### src/rtl/alu_writeback_unit_if.sv
// Request/write-back bundle between the ALU write-back stage and its driver.
interface alu_writeback_unit_if #(
  parameter int WIDTH = 18,
  parameter int AW    = 4
);
  logic             start;
  logic [2:0]       opcode;
  logic [AW-1:0]    dest;
  logic [WIDTH-1:0] op_a;
  logic [WIDTH-1:0] op_b;
  logic             busy;
  logic [AW-1:0]    wr;
  logic             we;
  logic [WIDTH-1:0] wb_data;
  logic             carry;
  logic             zero;

  modport slave (
    input  start, opcode, dest, op_a, op_b,
    output busy, wr, we, wb_data, carry, zero
  );

  modport master (
    output start, opcode, dest, op_a, op_b,
    input  busy, wr, we, wb_data, carry, zero
  );
endinterface

### src/rtl/alu_writeback_unit.sv
// Execute/write-back stage: single-cycle ALU ops plus an 18-step shift-add multiply,
// each ending in a one-cycle register-file write.
// state | meaning
// IDLE  | waiting for start, busy=0
// EXEC  | single-cycle op, result registered on next edge
// MUL   | one multiplier bit per edge, LSB first
// WB    | we=1 for this cycle only
module alu_writeback_unit #(
  parameter int WIDTH = 18,
  parameter int AW    = 4
) (
  input logic                clk,
  input logic                reset,
  alu_writeback_unit_if.slave bus
);
  localparam logic [2:0] OP_ADD = 3'b000;
  localparam logic [2:0] OP_SUB = 3'b001;
  localparam logic [2:0] OP_AND = 3'b010;
  localparam logic [2:0] OP_OR  = 3'b011;
  localparam logic [2:0] OP_XOR = 3'b100;
  localparam logic [2:0] OP_SHL = 3'b101;
  localparam logic [2:0] OP_SHR = 3'b110;
  localparam logic [2:0] OP_MUL = 3'b111;

  typedef enum logic [1:0] {S_IDLE, S_EXEC, S_MUL, S_WB} state_t;

  state_t             state_q;
  logic [2:0]         opc_q;
  logic [AW-1:0]      dest_q;
  logic [WIDTH-1:0]   a_q;
  logic [WIDTH-1:0]   b_q;
  logic [2*WIDTH-1:0] acc_q;
  logic [2*WIDTH-1:0] mcand_q;
  logic [4:0]         cnt_q;
  logic               busy_q;
  logic               we_q;
  logic [AW-1:0]      wr_q;
  logic [WIDTH-1:0]   wb_data_q;
  logic               carry_q;
  logic               zero_q;

  logic [WIDTH:0]     ext;
  logic [4:0]         amt;
  logic [WIDTH-1:0]   res_d;
  logic               cy_d;
  logic [2*WIDTH-1:0] prod_d;

  always_comb begin
    res_d = '0;
    cy_d  = 1'b0;
    ext   = '0;
    amt   = b_q[4:0];
    unique case (opc_q)
      OP_ADD: begin
        ext   = {1'b0, a_q} + {1'b0, b_q};
        res_d = ext[WIDTH-1:0];
        cy_d  = ext[WIDTH];
      end
      OP_SUB: begin
        // bit WIDTH of the widened difference is the borrow (a < b)
        ext   = {1'b0, a_q} - {1'b0, b_q};
        res_d = ext[WIDTH-1:0];
        cy_d  = ext[WIDTH];
      end
      OP_AND: res_d = a_q & b_q;
      OP_OR:  res_d = a_q | b_q;
      OP_XOR: res_d = a_q ^ b_q;
      OP_SHL: begin
        ext = {1'b0, a_q} << amt;
        if (amt < 5'(WIDTH)) begin
          res_d = ext[WIDTH-1:0];
          cy_d  = ext[WIDTH];
        end
      end
      OP_SHR: begin
        // guard bit below the LSB catches the last bit shifted out
        ext = {a_q, 1'b0} >> amt;
        if (amt < 5'(WIDTH)) begin
          res_d = ext[WIDTH:1];
          cy_d  = ext[0];
        end
      end
      OP_MUL: res_d = '0;
    endcase
  end

  assign prod_d = acc_q + (b_q[0] ? mcand_q : '0);

  always_ff @(posedge clk or negedge reset) begin
    if (!reset) begin
      state_q   <= S_IDLE;
      opc_q     <= '0;
      dest_q    <= '0;
      a_q       <= '0;
      b_q       <= '0;
      acc_q     <= '0;
      mcand_q   <= '0;
      cnt_q     <= '0;
      busy_q    <= 1'b0;
      we_q      <= 1'b0;
      wr_q      <= '0;
      wb_data_q <= '0;
      carry_q   <= 1'b0;
      zero_q    <= 1'b0;
    end else begin
      unique case (state_q)
        S_IDLE: begin
          if (bus.start) begin
            opc_q   <= bus.opcode;
            dest_q  <= bus.dest;
            a_q     <= bus.op_a;
            b_q     <= bus.op_b;
            mcand_q <= {{WIDTH{1'b0}}, bus.op_a};
            acc_q   <= '0;
            cnt_q   <= '0;
            busy_q  <= 1'b1;
            state_q <= (bus.opcode == OP_MUL) ? S_MUL : S_EXEC;
          end
        end
        S_EXEC: begin
          wb_data_q <= res_d;
          carry_q   <= cy_d;
          zero_q    <= (res_d == '0);
          wr_q      <= dest_q;
          we_q      <= 1'b1;
          state_q   <= S_WB;
        end
        S_MUL: begin
          acc_q   <= prod_d;
          mcand_q <= mcand_q << 1;
          b_q     <= b_q >> 1;
          cnt_q   <= cnt_q + 5'd1;
          if (cnt_q == 5'(WIDTH - 1)) begin
            wb_data_q <= prod_d[WIDTH-1:0];
            carry_q   <= |prod_d[2*WIDTH-1:WIDTH];
            zero_q    <= (prod_d[WIDTH-1:0] == '0);
            wr_q      <= dest_q;
            we_q      <= 1'b1;
            state_q   <= S_WB;
          end
        end
        S_WB: begin
          we_q    <= 1'b0;
          busy_q  <= 1'b0;
          state_q <= S_IDLE;
        end
        default: state_q <= S_IDLE;
      endcase
    end
  end

  assign bus.busy    = busy_q;
  assign bus.we      = we_q;
  assign bus.wr      = wr_q;
  assign bus.wb_data = wb_data_q;
  assign bus.carry   = carry_q;
  assign bus.zero    = zero_q;
endmodule

### src/flat_wrapper.sv
// flat-port wrapper written by rule: the top's interface ports become plain ports
module alu_writeback_unit_flat 
#(
  parameter int WIDTH = 18,
  parameter int AW    = 4
)
  (clk, reset, bus_start, bus_opcode, bus_dest, bus_op_a, bus_op_b, bus_busy, bus_wr, bus_we, bus_wb_data, bus_carry, bus_zero);
  alu_writeback_unit_if #(.WIDTH(WIDTH), .AW(AW)) bus_i ();
  input logic clk;
  input logic reset;
  input wire logic [$bits(bus_i.start)-1:0] bus_start;
  input wire logic [$bits(bus_i.opcode)-1:0] bus_opcode;
  input wire logic [$bits(bus_i.dest)-1:0] bus_dest;
  input wire logic [$bits(bus_i.op_a)-1:0] bus_op_a;
  input wire logic [$bits(bus_i.op_b)-1:0] bus_op_b;
  output wire logic [$bits(bus_i.busy)-1:0] bus_busy;
  output wire logic [$bits(bus_i.wr)-1:0] bus_wr;
  output wire logic [$bits(bus_i.we)-1:0] bus_we;
  output wire logic [$bits(bus_i.wb_data)-1:0] bus_wb_data;
  output wire logic [$bits(bus_i.carry)-1:0] bus_carry;
  output wire logic [$bits(bus_i.zero)-1:0] bus_zero;
  assign bus_i.start = bus_start;
  assign bus_i.opcode = bus_opcode;
  assign bus_i.dest = bus_dest;
  assign bus_i.op_a = bus_op_a;
  assign bus_i.op_b = bus_op_b;
  assign bus_busy = bus_i.busy;
  assign bus_wr = bus_i.wr;
  assign bus_we = bus_i.we;
  assign bus_wb_data = bus_i.wb_data;
  assign bus_carry = bus_i.carry;
  assign bus_zero = bus_i.zero;
  alu_writeback_unit #(.WIDTH(WIDTH), .AW(AW)) u_core (.clk(clk), .reset(reset), .bus(bus_i));
endmodule
### config.mk
export PLATFORM = sky130hd
export DESIGN_NAME = alu_writeback_unit_flat
export DESIGN_NICKNAME = d
export VERILOG_FILES = /design/src/rtl/alu_writeback_unit_if.sv /design/src/rtl/alu_writeback_unit.sv /design/src/flat_wrapper.sv
export SDC_FILE = /design/constraint.sdc
export NUM_CORES = 1
export LEC_CHECK = 0
export BUFFER_PORTS_ARGS = -buffer_cell sky130_fd_sc_hd__buf_4
export CAP_MARGIN = 20
export CORE_MARGIN = 5
export CORE_UTILIZATION = 57
export CTS_CLUSTER_DIAMETER = 150
export DETAILED_ROUTE_END_ITERATION = 7
export GPL_ROUTABILITY_DRIVEN = 0
export HOLD_SLACK_MARGIN = 0.03
export PLACE_DENSITY = 0.81
export SETUP_SLACK_MARGIN = 0.3
export SLEW_MARGIN = 25
export SYNTH_ARGS = -nofsm -noshare
export SYNTH_HDL_FRONTEND = slang
export SYNTH_SLANG_ARGS = --single-unit
### constraint.sdc
create_clock -name clk -period 4.68 [get_ports clk]
set_input_delay 0.468 -clock clk [delete_from_list [all_inputs] [get_ports clk]]
set_output_delay 0.468 -clock clk [all_outputs]
set_load 0.01 [all_outputs]
==> metrics.csv, run 1 <==
metric,value,unit
outcome,finished with violations,
failing checks,design-rule violations,
power consumption,12690,uW
Worst-path clk slew,70,ps
Longest Clk Path Bufs,2,
Max-Slew Margin vs Limit,27.19,%
worst hold slack,38.80,ps
RSZ-0062 raised after global routing,no,
row count,56,
Max IR drop VDD,0.4333,mV
clock skew,23.62,ps
Storage cell area,3709,um2
Hold Fails Final Rpt,0,
Leak,0.006704,uW
worst min path class,in2async,
FMAX,233.9,MHz
CP Data Arrival Time,4590,ps
Filler cells,1950,
Vias,13430,
drt total wl,43.79,mm
most frequent cells in the layout,"182 x nand2_1, 146 x dfrtp_1, 131 x a21oi_1",
Port-buffer cells,71,
Worst setup SP type,flip-flop,
setup TNS,0,ps
Netlist Area Pre-Place,13400,um2
initial drt markers,1847,
Syn. warnings,0,
dpl hpwl,31.29,mm
Tot GR Track Use,32.41,%
Root Buffer,clkbuf_16,
Worst Path Max Fanout,19,
DRC viols,1,
largest net degree at the start of global routing,74,
fin crit period,4276,ps
TritonCTS Buffers,17,
Slew @ Worst Pin,1090,ps
number of global-route vias before repair,12860,
clock latency on the worst-skew pair,460,ps
Die W,163.3,um
CTS tree,done,
Seq cells post-synth,148,
"commonest non-fill, non-tap cell in the layout",nand2_1,
IO Count,72,
H-tree depth reported by CTS,4,
CP Capture Type,flip-flop,
grt total ovfl,0,
# diodes,0,
WL/cell,22.37,um
net count after synthesis,1764,
starting density of the core,57.43,%
number of max-cap violations,0,
"Slew Viols, Final",0,
area of the multi-input gates,9052,um2
die area,26670,um2
Post-DRT Antenna Nets,0,
drt first pass iters,8,
critical path class,reg2reg,
CTS hold repair buffers,0,
R2R depth,13,
syn avg cell area,8.271,um2
Required @ worst endpoint,5000,ps
top_reg_cell synth,dfrtp_1,
"Async S/R FF share, synth",100.0,%
"Setup violations, final",0,
first-pass GRT wire length,68.85,mm
layout cell share with drive strength beyond 1,14.58,%
register area share after synthesis,27.64,%
area grow syn2layout,11.15,%
Die Y,163.3,um
routed vias/inst,6.856,
Yosys cell types,84,
Final period util,91.37,%
Post-synth EDFFs,0,
fin worst setup slack,403.8,ps
# clock sinks,148,
Setup WS pre-CTS,212.0,ps
core area,23330,um2
Pwr Density,852.0,nW/um2
fin nets,1770,
antenna violations before repair,1,
Post-Syn Instances,1620,
## registers in the layout, summed over array words and instances (netlist names), 2 cells and up
signal	count
u_core.bus.wr	4
u_core.b_q	18
u_core.mcand_q	36
u_core.state_q	2
u_core.dest_q	4
u_core.opc_q	3
u_core.bus.wb_data	18
u_core.a_q	18
u_core.acc_q	36
u_core.cnt_q	5
## metal layers
metal	GRT usage, %	vias to the layer above	part of all wire (%)
li1	-	5975	-
met1	40.92	6360	38
met2	51.40	848	46
met3	7.217	242	9.7
met4	18.53	0	6.9
met5	0	-	0
## power by group
part           leakage [uW]  internal [uW]  switching, uW
clock network      0.000308            866            659
logic               0.00451           3330           5430
registers           0.00188           1770            626
total               0.00670           5970           6720
## area by class of cell
| class | count | share of cell area (%) |
|---|---|---|
| clock buffers | 17 | 2.856 |
| well taps | 319 | 2.680 |
| inverters | 72 | 1.823 |
| repair buffers | 107 | 5.587 |
| multi-input cells | 1280 | 60.78 |
| clock inverters | 15 | 1.369 |
| flip-flops and latches | 148 | 24.90 |
## cell usage after synthesis, types with 9 or more instances
library cell | instances | area, um2
o22ai_1 | 59 | 369.1
and3_1 | 11 | 68.82
ha_1 | 95 | 1189
nand2_1 | 182 | 683.2
o21a_1 | 11 | 82.58
nor3_1 | 25 | 125.1
nor4_1 | 11 | 68.82
mux2_2 | 33 | 371.6
xnor2_1 | 22 | 192.7
o31ai_1 | 19 | 142.6
buf_2 | 13 | 65.06
nor2_1 | 98 | 367.9
dfrtp_1 | 148 | 3704
clkbuf_1 | 91 | 341.6
xor2_1 | 15 | 131.4
mux2i_1 | 52 | 520.5
a22o_1 | 39 | 341.6
mux4_2 | 23 | 518.0
nand4_1 | 14 | 87.58
nor2b_1 | 11 | 68.82
o21ai_0 | 122 | 610.6
a21o_1 | 19 | 142.6
nand2b_1 | 16 | 100.1
buf_1 | 14 | 52.55
and2_1 | 49 | 306.5
or3_1 | 11 | 68.82
a21oi_1 | 133 | 665.6
o21bai_1 | 9 | 67.56
a211oi_1 | 22 | 165.2
a31oi_1 | 11 | 68.82
nand3_1 | 25 | 125.1
inv_1 | 69 | 259.0
a22oi_1 | 16 | 120.1
o211ai_1 | 16 | 120.1
## logic make-up after synthesis
logic type | share of synthesized area (%)
AOI/OAI and AO/OA | 27.19
adders and majority gates | 9.319
muxes | 10.52
buffers and inverters | 5.584
DFF | 27.64
and+or+nand+nor | 17.32
xor gates and xnor gates | 2.419
## path summary, 6_finish.rpt
check	to	slack [ps]	startpoint
worst min register to register	u_core.bus.wb_data[10]$_DFFE_PN0P_	490	u_core.bus.wb_data[10]$_DFFE_PN0P_
worst max register to register	u_core.bus.carry$_DFFE_PN0P_	400	u_core.b_q[0]$_DFFE_PN0P_
max in group asynchronous	u_core.acc_q[23]$_DFFE_PN0P_	3550	reset
worst min-delay path	u_core.b_q[2]$_DFFE_PN0P_	40	reset
min in group clk	u_core.opc_q[0]$_DFFE_PN0P_	260	bus_opcode[0]
worst max-delay path	u_core.bus.carry$_DFFE_PN0P_	400	u_core.b_q[0]$_DFFE_PN0P_
## worst max-delay path, stage by stage, from the launching register on
cell and delay [ps]:
dfrtp_4 540, buf_4 220, and2_1 160, ha_1 350
a21oi_1 330, o211ai_4 190, a31oi_4 250, a21oi_2 140
o311ai_4 300, o311ai_2 230, or4b_1 580, or4b_1 500
nor4b_2 270, o21ai_1 90
## through the flow
step           utilization, %  instance area, um2  cells
2_1_floorplan               -               13440   1620
3_3_place_gp            60.62               14140   1924
3_5_place_dp            60.62               14140   1924
4_1_cts                 63.36               14780   1957
5_1_grt                 63.83               14890   1958
6_report                63.83               14890   1958
## timing repair
item / 4_1_cts / 5_1_grt
pin swaps: 0 / 3
gates resized for setup: 1 / 19
endpoints found under the setup margin: 1 / 1
buffers inserted: 1 / 1
Note: power is estimated with default switching activity, not from simulation.
==> run 2: changes to the inputs <==
--- a/config.mk
+++ b/config.mk
@@ -5,6 +5,7 @@
 export SDC_FILE = /design/constraint.sdc
 export NUM_CORES = 1
 export LEC_CHECK = 0
+export ABC_AREA = 1
 export BUFFER_PORTS_ARGS = -buffer_cell sky130_fd_sc_hd__buf_4
 export CAP_MARGIN = 20
 export CORE_MARGIN = 5
==> metrics.csv, run 2 <==
metric,value,unit
fin nets,2386,
Seq cells post-synth,148,
"Setup violations, final",0,
FMAX,272.1,MHz
Setup WS pre-CTS,1177,ps
Tot GR Track Use,36.15,%
"most used cell, CP",nor2_1,
register area share after synthesis,27.07,%
CP max stage delay,1060,ps
first-pass GRT wire length,76.99,mm
Final period util,78.54,%
row count,56,
Root Buffer,clkbuf_16,
Longest Clk Path Bufs,2,
RSZ-0062 raised after global routing,no,
Vias,15880,
"commonest non-fill, non-tap cell in the layout",nand2_1,
Worst setup SP type,flip-flop,
setup TNS,0,ps
# diodes,0,
routed vias/inst,6.169,
Yosys cell types,47,
CP Data Arrival Time,4040,ps
CP Capture Point,u_core.bus.zero$_DFFE_PN0P_,
Die W,164.9,um
FF-to-FF setup slack,1000,ps
CTS resizes,0,
"Slew Viols, Final",0,
Leak,0.008051,uW
"Async S/R FF share, synth",100.0,%
initial drt markers,2585,
area grow syn2layout,9.320,%
number of global-route vias before repair,14440,
"top cells by count, synth","704 x nand2_1, 311 x inv_1, 222 x nand3_1",
clock latency on the worst-skew pair,460,ps
critical path class,reg2reg,
Synth area leader,dfrtp_1,
"critical path, cell by cell","inv_1, ha_1, inv_1, nand2_1, nand3_1, nor2_1, nor2_1, nand2_1, nor2_1, nand3_1, nor2_1, nand3_1, nor2_1, nand4_1, a21oi_1",
CP startpoint,u_core.b_q[0]$_DFFE_PN0P_,
WL/cell,19.28,um
r2r endpoint,u_core.bus.zero$_DFFE_PN0P_,
Hold Fails Final Rpt,0,
worst min path class,in2async,
Worst Path Max Fanout,58,
outcome,finished with violations,
share of the synthesized area in the top cell type,27.07,%
CTS hold repair buffers,0,
DRC viols,41,
Post-Syn Instances,2214,
TritonCTS Buffers,17,
clock skew,22.17,ps
largest net degree at the start of global routing,86,
Post-synth EDFFs,0,
R2R depth,15,
placed cell area,14390,um2
core area,23540,um2
Worst-path clk slew,70,ps
slowest CP cell,dfrtp_2,
"Design Area, Final",14960,um2
# clock sinks,148,
Syn. warnings,0,
Port-buffer cells,71,
IO Count,72,
drt total wl,49.63,mm
power consumption,12120,uW
Levels on crit path,15,
grt total ovfl,0,
antenna violations before repair,0,
Reg-to-Reg Start,u_core.b_q[0]$_DFFE_PN0P_,
dpl hpwl,37.84,mm
Top Registers,"u_core.acc_q: 36 flops, u_core.mcand_q: 36 flops",
die area,27200,um2
syn avg cell area,6.179,um2
most frequent cell after synthesis,nand2_1,
H-tree depth reported by CTS,4,
layout cell share with drive strength beyond 1,6.874,%
critical path's top delay family,simple AND/OR/NAND/NOR gates,
setup bufs post-CTS,0,
Pwr Density,810.2,nW/um2
CTS tree,done,
top_reg_cell synth,dfrtp_1,
Max IR drop VDD,0.4448,mV
fin worst setup slack,1005,ps
Netlist Area Pre-Place,13680,um2
CP Capture Type,flip-flop,
fin crit period,3675,ps
net count after synthesis,2358,
most frequent cells in the layout,"704 x nand2_1, 311 x inv_1, 222 x nand3_1",
starting density of the core,58.11,%
drt first pass iters,8,
Max-Slew Margin vs Limit,30.73,%
top post-synthesis cells by area,"dfrtp_1 27%, nand2_1 19%, ha_1 8.7%",
number of max-cap violations,0,
Required @ worst endpoint,5050,ps
Slew @ Worst Pin,1039,ps
Worst Path Buf+Inv,2,
Post-DRT Antenna Nets,0,
failing checks,design-rule violations,
Die Y,164.9,um
-- run 2: cell types whose count changed after synthesis, sizes merged, moves of 48 or more --
cell,change
a21oi,-49
and2,-48
clkbuf,-51
inv,+248
mux2i,-52
nand2,+526
nand3,+199
nor2,+118
-- run 2: cells by family (layout without fill, tap and decap cells) --
family	after synthesis	after routing	share of synthesized area, %
AND/OR/NAND/NOR	1208	1208	36.46
adder cells (fa/ha/maj)	98	98	9.128
XOR/XNOR	23	23	1.472
flip-flops	148	148	27.07
AO/OA/AOI/OAI	340	340	14.46
buffers and inverters	397	438	11.41
-- run 2: metal layers --
metal	track usage, %	routed length (um)	vias to the layer above
met5	0	0	-
met4	20.26	3484	0
met3	9.908	7327	270
met2	50.48	19570	1274
met1	50.25	19250	7151
li1	-	-	7183
-- run 2: metrics by stage --
step                      std cells  util, %  hold slack (ps)
after global routing           2574    63.53            153.2
after detailed placement       2542    61.13            485.0
after global placement         2542    61.13            470.0
after CTS                      2574    63.53            125.0
final                          2574    63.53            85.36
after floorplan                2214        -            172.4
-- run 2: worst min path at each step --
stage | startpoint | end | slack [ps] | cells after the start
CTS | reset | u_core.b_q[14]$_DFFE_PN0P_ | 130 | 1
floorplan | reset | u_core.a_q[0]$_DFFE_PN0P_ | 170 | 0
global placement | u_core.mcand_q[35]$_DFFE_PN0P_ | u_core.mcand_q[35]$_DFFE_PN0P_ | 470 | 2
finish | reset | u_core.bus.wb_data[11]$_DFFE_PN0P_ | 90 | 1
global route | reset | u_core.bus.wb_data[11]$_DFFE_PN0P_ | 150 | 1
detailed placement | u_core.acc_q[0]$_DFFE_PN0P_ | u_core.acc_q[0]$_DFFE_PN0P_ | 480 | 2
-- run 2: final cells by class --
| type | instances | area, um2 |
|---|---|---|
| flip-flops and latches | 148 | 3705 |
| inverters | 320 | 1206 |
| well taps | 319 | 399.1 |
| repair buffers | 86 | 649.4 |
| clock buffers | 17 | 425.4 |
| fillers | 2233 | 8587 |
| multi-input cells | 1669 | 8432 |
| clock inverters | 15 | 138.9 |
-- run 2: power by group --
group	total (uW)	switching [uW]	internal [uW]
clock network	1400	696	705
logic	8160	5670	2490
registers	2560	688	1870
-- run 2: worst reg2reg max path, delay by kind of cell, from the launching register on --
family / cells / cell delay (ps)
AOI/OAI and AO/OA: 1 / 160
and+or+nand+nor: 11 / 1200
DFF: 1 / 1060
buffers and inverters: 2 / 740
adders and majority gates: 1 / 430
